**config.mk**
```make
export PLATFORM = sky130hd
export DESIGN_NAME = hazard_forward_unit
export DESIGN_NICKNAME = d
export VERILOG_FILES = /design/src/rtl/hazard_forward_unit.sv
export SDC_FILE = /design/constraint.sdc
export NUM_CORES = 1
export LEC_CHECK = 0
export CAP_MARGIN = 20
export CORE_ASPECT_RATIO = 0.6
export CORE_UTILIZATION = 64
export CTS_BUF_LIST = sky130_fd_sc_hd__clkbuf_16
export DETAILED_ROUTE_END_ITERATION = 10
export DONT_BUFFER_PORTS = 1
export PLACE_DENSITY = 0.8
export SKIP_CTS_REPAIR_TIMING = 1
export SLEW_MARGIN = 30
export SYNTH_ARGS = -nofsm -noshare
export SYNTH_HDL_FRONTEND = slang
export SYNTH_SLANG_ARGS = --single-unit
```
**constraint.sdc**
```tcl
create_clock -name clk -period 2.3 [get_ports clk]
set_input_delay 0.46 -clock clk [delete_from_list [all_inputs] [get_ports clk]]
set_output_delay 0.46 -clock clk [all_outputs]
set_load 0.005 [all_outputs]
```
**src/rtl/hazard_forward_unit.sv**
```systemverilog
// Hazard detection and operand forwarding for a 5-stage in-order pipeline.
// Tracks a shadow EX/MEM/WB copy of register usage to drive forward/stall.
module hazard_forward_unit #(
    parameter int ADDR_W       = 3,
    parameter bit R0_HARDWIRED = 1'b0
) (
    input  logic              clk,
    input  logic              reset,
    input  logic              id_valid,
    input  logic [ADDR_W-1:0] id_rs1,
    input  logic [ADDR_W-1:0] id_rs2,
    input  logic              id_use_rs1,
    input  logic              id_use_rs2,
    input  logic [ADDR_W-1:0] id_rd,
    input  logic              id_reg_write,
    input  logic              id_mem_read,
    input  logic              flush,
    output logic [1:0]        forward_a,
    output logic [1:0]        forward_b,
    output logic              stall,
    output logic              ex_bubble,
    output logic [7:0]        stall_count
);

    localparam logic [1:0] FWD_RF  = 2'b00;
    localparam logic [1:0] FWD_MEM = 2'b01;
    localparam logic [1:0] FWD_WB  = 2'b10;

    typedef struct packed {
        logic              valid;
        logic [ADDR_W-1:0] rs1;
        logic [ADDR_W-1:0] rs2;
        logic              use1;
        logic              use2;
        logic [ADDR_W-1:0] rd;
        logic              reg_write;
        logic              mem_read;
    } ex_slot_t;

    typedef struct packed {
        logic              valid;
        logic [ADDR_W-1:0] rd;
        logic              reg_write;
        logic              mem_read;
    } mem_slot_t;

    typedef struct packed {
        logic              valid;
        logic [ADDR_W-1:0] rd;
        logic              reg_write;
    } wb_slot_t;

    typedef enum logic {
        RUN   = 1'b0,
        STALL = 1'b1
    } state_t;

    state_t    state;
    state_t    state_next;
    ex_slot_t  ex_q;
    ex_slot_t  ex_next;
    mem_slot_t mem_q;
    wb_slot_t  wb_q;
    logic      load_use;
    logic      insert_bubble;

    // Register 0 optionally never participates in a dependency.
    function automatic logic reg_match(
        input logic [ADDR_W-1:0] a,
        input logic [ADDR_W-1:0] b
    );
        return (a == b) && !(R0_HARDWIRED && (a == '0));
    endfunction

    // Operand select for one EX source; younger MEM result beats WB.
    function automatic logic [1:0] fwd_sel(
        input logic              src_used,
        input logic [ADDR_W-1:0] src
    );
        logic [1:0] sel;
        sel = FWD_RF;
        if (ex_q.valid) begin
            if (src_used && mem_q.valid && mem_q.reg_write &&
                !mem_q.mem_read && reg_match(mem_q.rd, src)) begin
                sel = FWD_MEM;
            end else if (wb_q.valid && wb_q.reg_write &&
                         reg_match(wb_q.rd, src)) begin
                sel = FWD_WB;
            end
        end
        return sel;
    endfunction

    // Forward codes depend only on the shadow slot registers.
    always_comb begin
        forward_a = fwd_sel(ex_q.use1, ex_q.rs1);
        forward_b = fwd_sel(ex_q.use2, ex_q.rs2);
    end

    // Decode instruction needs a value a load in EX has not produced yet.
    always_comb begin
        load_use = id_valid && ex_q.valid &&
                   ex_q.mem_read && ex_q.reg_write &&
                   ((id_use_rs1 && reg_match(ex_q.rd, id_rs1)) ||
                    (id_use_rs2 && reg_match(ex_q.rd, id_rs2)));
    end

    // RUN/STALL next state and stall output; flush overrides a stall.
    always_comb begin
        state_next = state;
        stall      = 1'b0;
        unique case (state)
            RUN: begin
                if (load_use && !flush) begin
                    stall      = 1'b1;
                    state_next = STALL;
                end
            end
            STALL: begin
                state_next = RUN;
            end
            default: begin
                state_next = RUN;
            end
        endcase
    end

    // EX slot takes the decode instruction unless a bubble is inserted.
    always_comb begin
        insert_bubble = stall || flush;
        ex_next       = '0;
        if (!insert_bubble) begin
            ex_next.valid     = id_valid;
            ex_next.rs1       = id_rs1;
            ex_next.rs2       = id_rs2;
            ex_next.use1      = id_use_rs1;
            ex_next.use2      = id_use_rs2;
            ex_next.rd        = id_rd;
            ex_next.reg_write = id_reg_write;
            ex_next.mem_read  = id_mem_read;
        end
    end

    // Advance the shadow pipeline, FSM, bubble flag and stall counter.
    always_ff @(posedge clk or posedge reset) begin
        if (reset) begin
            state       <= RUN;
            ex_q        <= '0;
            mem_q       <= '0;
            wb_q        <= '0;
            ex_bubble   <= 1'b0;
            stall_count <= 8'h00;
        end else begin
            state           <= state_next;
            ex_q            <= ex_next;
            mem_q.valid     <= ex_q.valid;
            mem_q.rd        <= ex_q.rd;
            mem_q.reg_write <= ex_q.reg_write;
            mem_q.mem_read  <= ex_q.mem_read;
            wb_q.valid      <= mem_q.valid;
            wb_q.rd         <= mem_q.rd;
            wb_q.reg_write  <= mem_q.reg_write;
            ex_bubble       <= insert_bubble;
            if (stall && (stall_count != 8'hFF)) begin
                stall_count <= stall_count + 8'd1;
            end
        end
    end

endmodule

```
==> results of run 1 <==
Yosys cell counts (2+ instances only):
cell | instances | area share (%)
dfrtp_1 | 35 | 60
xnor2_1 | 16 | 9.6
and2_1 | 14 | 6.0
nand2_1 | 8 | 2.0
xor2_1 | 6 | 3.6
nand3_1 | 5 | 1.7
nor4_1 | 4 | 1.7
a31oi_1 | 3 | 1.3
and2_2 | 3 | 1.5
inv_1 | 3 | 0.77
a21oi_1 | 2 | 0.68
and3_1 | 2 | 0.85
nand4_1 | 2 | 0.85
nand4_2 | 2 | 1.7
final timing paths:
check,end,from,depth (start not counted),slack [ps]
hold reg to reg,wb_q[4]$_DFF_PP0_,mem_q[5]$_DFF_PP0_,0,390
max in group asynchronous,ex_q[12]$_DFF_PP0_,reset,2,1820
hold / removal,ex_bubble$_DFF_PP0_,reset,2,170
setup reg to reg,stall_count[1]$_DFFE_PP0P_,stall_count[0]$_DFFE_PP0P_,5,560
setup / recovery,stall,ex_q[2]$_DFF_PP0_,4,270
min in group clk,ex_q[6]$_DFF_PP0_,id_use_rs1,1,310
cell families after synthesis:
kind of cell	Yosys count	synth area share [%]
AOI/OAI and AO/OA	7	3.24
and+or+nand+nor	46	19.9
DFF	35	59.7
adders and majority gates	1	0.853
muxes	2	1.79
xor gates and xnor gates	22	13.1
buffers and inverters	5	1.36
worst max-delay path: stages (launching register included):
cell and delay [ps]:
dfrtp_1 400, xnor2_1 200, nand4_1 130, nand2_1 320, and2_2 250
report_power, final:
part | internal (µW) | switching [µW] | total, µW | leakage [µW]
Clock | 384 | 223 | 607 | 0.0000669
Combinational | 30.6 | 35.8 | 66.4 | 0.000237
Sequential | 641 | 22.4 | 663 | 0.000460
metrics by stage:
| step | instance area [µm²] | setup slack [ps] | utilization (%) | total power (µW) |
|---|---|---|---|---|
| after floorplan | 1470 | 742 | - | 720 |
| after global placement | 1510 | 628 | 69.8 | 733 |
| after detailed placement | 1510 | 598 | 69.8 | 738 |
| after CTS | 1640 | 301 | 75.8 | 1340 |
| after global routing | 1640 | 192 | 75.8 | 1370 |
| final | 1640 | 271 | 75.8 | 1340 |
state kept, by name (all words and copies together) (netlist names):
| register | cells |
|---|---|
| ex_q | 14 |
| mem_q | 6 |
| stall_count | 8 |
| ex_bubble | 1 |
| state | 1 |
| wb_q | 5 |
area by class of cell:
type	instances	area [µm²]
clock buffer	5	125
timing repair buffer	2	15.0
clock inverter	1	3.75
sequential	35	876
fill	141	524
inverter	3	11.3
tap	30	37.5
multi-input combinational	78	571
per-layer routing:
metal	share of wire, %	routed length [µm]
met1	42	1230
met2	48	1400
met3	8.8	258
met4	1.8	54
met5	0	0
==> metrics, run 1 <==
Max Fclk 493 MHz; sequential area share after synthesis 59.7%; CTS sink count 35; number of distinct library cells after synthesis 27; Critical Path AT 1570 ps; Die X 63.8 µm; antenna cells 0; height of the chip 39.1 µm; status complete, no violations; core footprint 2160 µm²; post-synthesis async set-or-reset flop share 100%; crit-path max FO 11; static leakage 0.000764 µW; Placer Congestion 0.746; Die Footprint 2490 µm²; final WL 2.95 mm; Power Density 815 nW/µm²; worst endpoint required time 1840 ps; Main synth FF type dfrtp_1; most frequent cells in the layout 35 x dfrtp_1, 16 x xnor2_1, 14 x and2_1; overall routing resource usage 27.5%; WS Path Type reg -> out; final hold slack 171 ps; Clock Latency Late Sink 270 ps; routed vias/inst 6.01; Clock Skew 6.01 ps; IO Pins 31; largest net degree at the start of global routing 36; EDFF count, synth 0; initial antenna violation count 0; M3 GR Usage 12.4%; gr busiest metal met2; # port buffers 0; mapped cell area 1470 µm²; Initial DRT Pass Iterations 4; slew margin rel. 71.7%; Tmin final 2030 ps; vias in the first global route 925; Crit. End Element primary output; period utilization 88.2%; unrepaired setup endpoints after global routing no; met1 global-route usage 31.3%; routed len/inst 19.1 µm; number of vias in the routed layout 926; H-tree depth 2; clk root buf clkbuf_16; yosys warns 0; Max clock buf depth 2; worst hold path type in -> async; gr ovfl total 0; share of post-route cells with drive strength above 1 12.9%; post-synthesis area per instance 12.4 µm²; Total Nets Final 143; Syn Nets 136; final hold vios 0; M2 GR Usage 45.7%; Starting DRT DRC Count 47; Cells after DPL 148; Max Slew Vio Count 0; Area growth, synth to finish 11.8%; row count 13; Worst Tran Pin Value 425 ps; most common cell after layout, fill and taps aside dfrtp_1; Mapped Cells 118; Final HPWL DP 1.89 mm; # DRC 0; final cell count without fillers 154; DRT antenna net count 0; peak supply drop 0.000671 V; post-synthesis register bit count 35; Max Cap Viol 0; Starting Density 67.8%; Worst-path clk slew 50 ps; CTS tree built; number of CTS-inserted buffers 5; final setup fails 0; Total Neg Setup Slack 0 ps; first-pass GRT wire length 4.49 mm; Worst setup SP type flip-flop
Note: power is estimated with default switching activity, not from simulation.
==> inputs of run 2 (changes only) <==
- CORE_ASPECT_RATIO: 0.6 -> default
- MAX_ROUTING_LAYER: default -> met4
==> metrics, run 2 (synthesized netlist as in run 1, its figures left out) <==
Max Cap Viol 0 (unchanged); most frequent cells in the layout 35 x dfrtp_1, 16 x xnor2_1, 14 x and2_1; routed len/inst 17.9 µm (-6.6%); peak supply drop 0.00105 V (+56%); most common cell after layout, fill and taps aside dfrtp_1; top flop regs ex_q: 14 flops, stall_count: 8 flops, mem_q: 6 flops; WS Path Type reg -> out; Placer Congestion 0.783 (+5.0%); Worst setup SP type flip-flop; number of CTS-inserted buffers 5 (unchanged); final hold vios 0 (unchanged); final hold slack 163 ps (-7.46 ps); Worst-path clk slew 50 ps (about the same); # DRC 0 (unchanged); Worst Tran Pin Value 412 ps (-13.4 ps); Die X 49.9 µm (-22%); first-pass GRT wire length 4.80 mm (+6.8%); Max Fclk 489 MHz (-0.82%); height of the chip 49.9 µm (+28%); Critical Path AT 1590 ps (+20 ps); vias in the first global route 998 (+7.9%); routed vias/inst 5.88 (-2.3%); CTS tree built; Largest register FFs 14 (unchanged); fillcell total 116 (-18%); Max clock buf depth 2 (unchanged); final setup fails 0 (unchanged); static leakage 0.000767 µW (+0.41%); DRT antenna net count 0 (unchanged); CTS sink count 35 (unchanged); Area growth, synth to finish 12.0%; status complete, no violations; CP cell instances xnor2_1, nand4_1, nand2_1, and2_2; largest register by flop count ex_q; Max Slew Vio Count 0 (unchanged); Clock Skew 4.87 ps (-1.13 ps); worst endpoint required time 1840 ps (about the same); Starting Density 71.1% (+3.3 points); number of vias in the routed layout 899 (-2.9%); antenna cells 0 (unchanged); unrepaired setup endpoints after global routing no; overall routing resource usage 28.4% (+0.89 points); slew margin rel. 72.5% (+0.83 points); clk root buf clkbuf_16; Total Nets Final 143 (unchanged); share of post-route cells with drive strength above 1 12.7% (-0.20 points); crit-path max FO 11 (unchanged); slowest CP cell dfrtp_1; row count 16 (+3); area taken by multi-input logic gates 571 µm² (unchanged); largest net degree at the start of global routing 36 (unchanged); Clock Latency Late Sink 270 ps (about the same); Initial DRT Pass Iterations 4 (unchanged); # port buffers 0 (unchanged); CP peak stage delay 400 ps (about the same); Power Density 817 nW/µm² (+0.18%); core footprint 2060 µm² (-4.7%); gr ovfl total 0 (unchanged); fin util 79.7% (+3.9 points); H-tree depth 2 (unchanged); Starting DRT DRC Count 9 (-81%); initial antenna violation count 0 (unchanged); Crit. End Element primary output; period utilization 88.9% (+0.73 points); IO Pins 31 (unchanged); Total Neg Setup Slack 0 ps (unchanged); Final HPWL DP 1.80 mm (-4.6%); worst hold path type in -> async; Tmin final 2050 ps (+16.7 ps); FF/Latch Area 876 µm² (unchanged); Die Footprint 2490 µm² (-0.26%); final WL 2.74 mm (-7.2%)
## run 2: cell count changes in the layout (fill, tap and decap cells not counted), sizes merged
| cell | delta |
|---|---|
| clkinv | +2 |
## run 2: metal layers
metal / track usage [%] / vias up / part of all wire, %
met3: 8.02 / 8 / 4.9
met1: 33.3 / 447 / 41
li1: - / 413 / -
met4: 12.9 / 0 / 2.5
met2: 45.5 / 31 / 52
met5: - / - / 0
## run 2: final timing paths
kind,startpoint,to,slack (ps),cells after the start
hold reg to reg,mem_q[5]$_DFF_PP0_,wb_q[4]$_DFF_PP0_,390,0
min in group clk,id_reg_write,ex_q[1]$_DFF_PP0_,310,1
max in group asynchronous,reset,stall_count[7]$_DFFE_PP0P_,1840,2
hold / removal,reset,state$_DFF_PP0_,160,2
setup reg to reg,stall_count[0]$_DFFE_PP0P_,stall_count[1]$_DFFE_PP0P_,530,5
setup / recovery,ex_q[3]$_DFF_PP0_,stall,250,4
## run 2: worst max-delay path, delay by kind of cell, from the launching register on
family | cells | cell delay [ps]
XOR/XNOR | 1 | 200
AND/OR/NAND/NOR | 3 | 720
flip-flops | 1 | 400
## run 2: cell type report
class,count,share of cell area [%]
Inverter,3,0.685
Tap cell,27,2.06
Clock inverter,3,0.685
Sequential cell,35,53.3
Timing Repair Buffer,2,0.914
Clock buffer,5,7.62
Multi-Input combinational cell,78,34.7
## run 2: per-stage QoR
step	total power, µW	instance area, µm²	setup slack (ps)	std cells
finish	1340	1640	254	153
floorplan	720	1470	742	118
CTS	1350	1640	264	153
global route	1390	1640	171	153
detailed placement	738	1510	567	145
global placement	733	1510	607	145
## run 2: power by group
group / internal (µW) / leakage [µW] / switching, µW / total, µW
clock network: 388 / 0.0000701 / 224 / 613
logic: 30.6 / 0.000237 / 36.6 / 67.2
registers: 641 / 0.000460 / 20.9 / 662
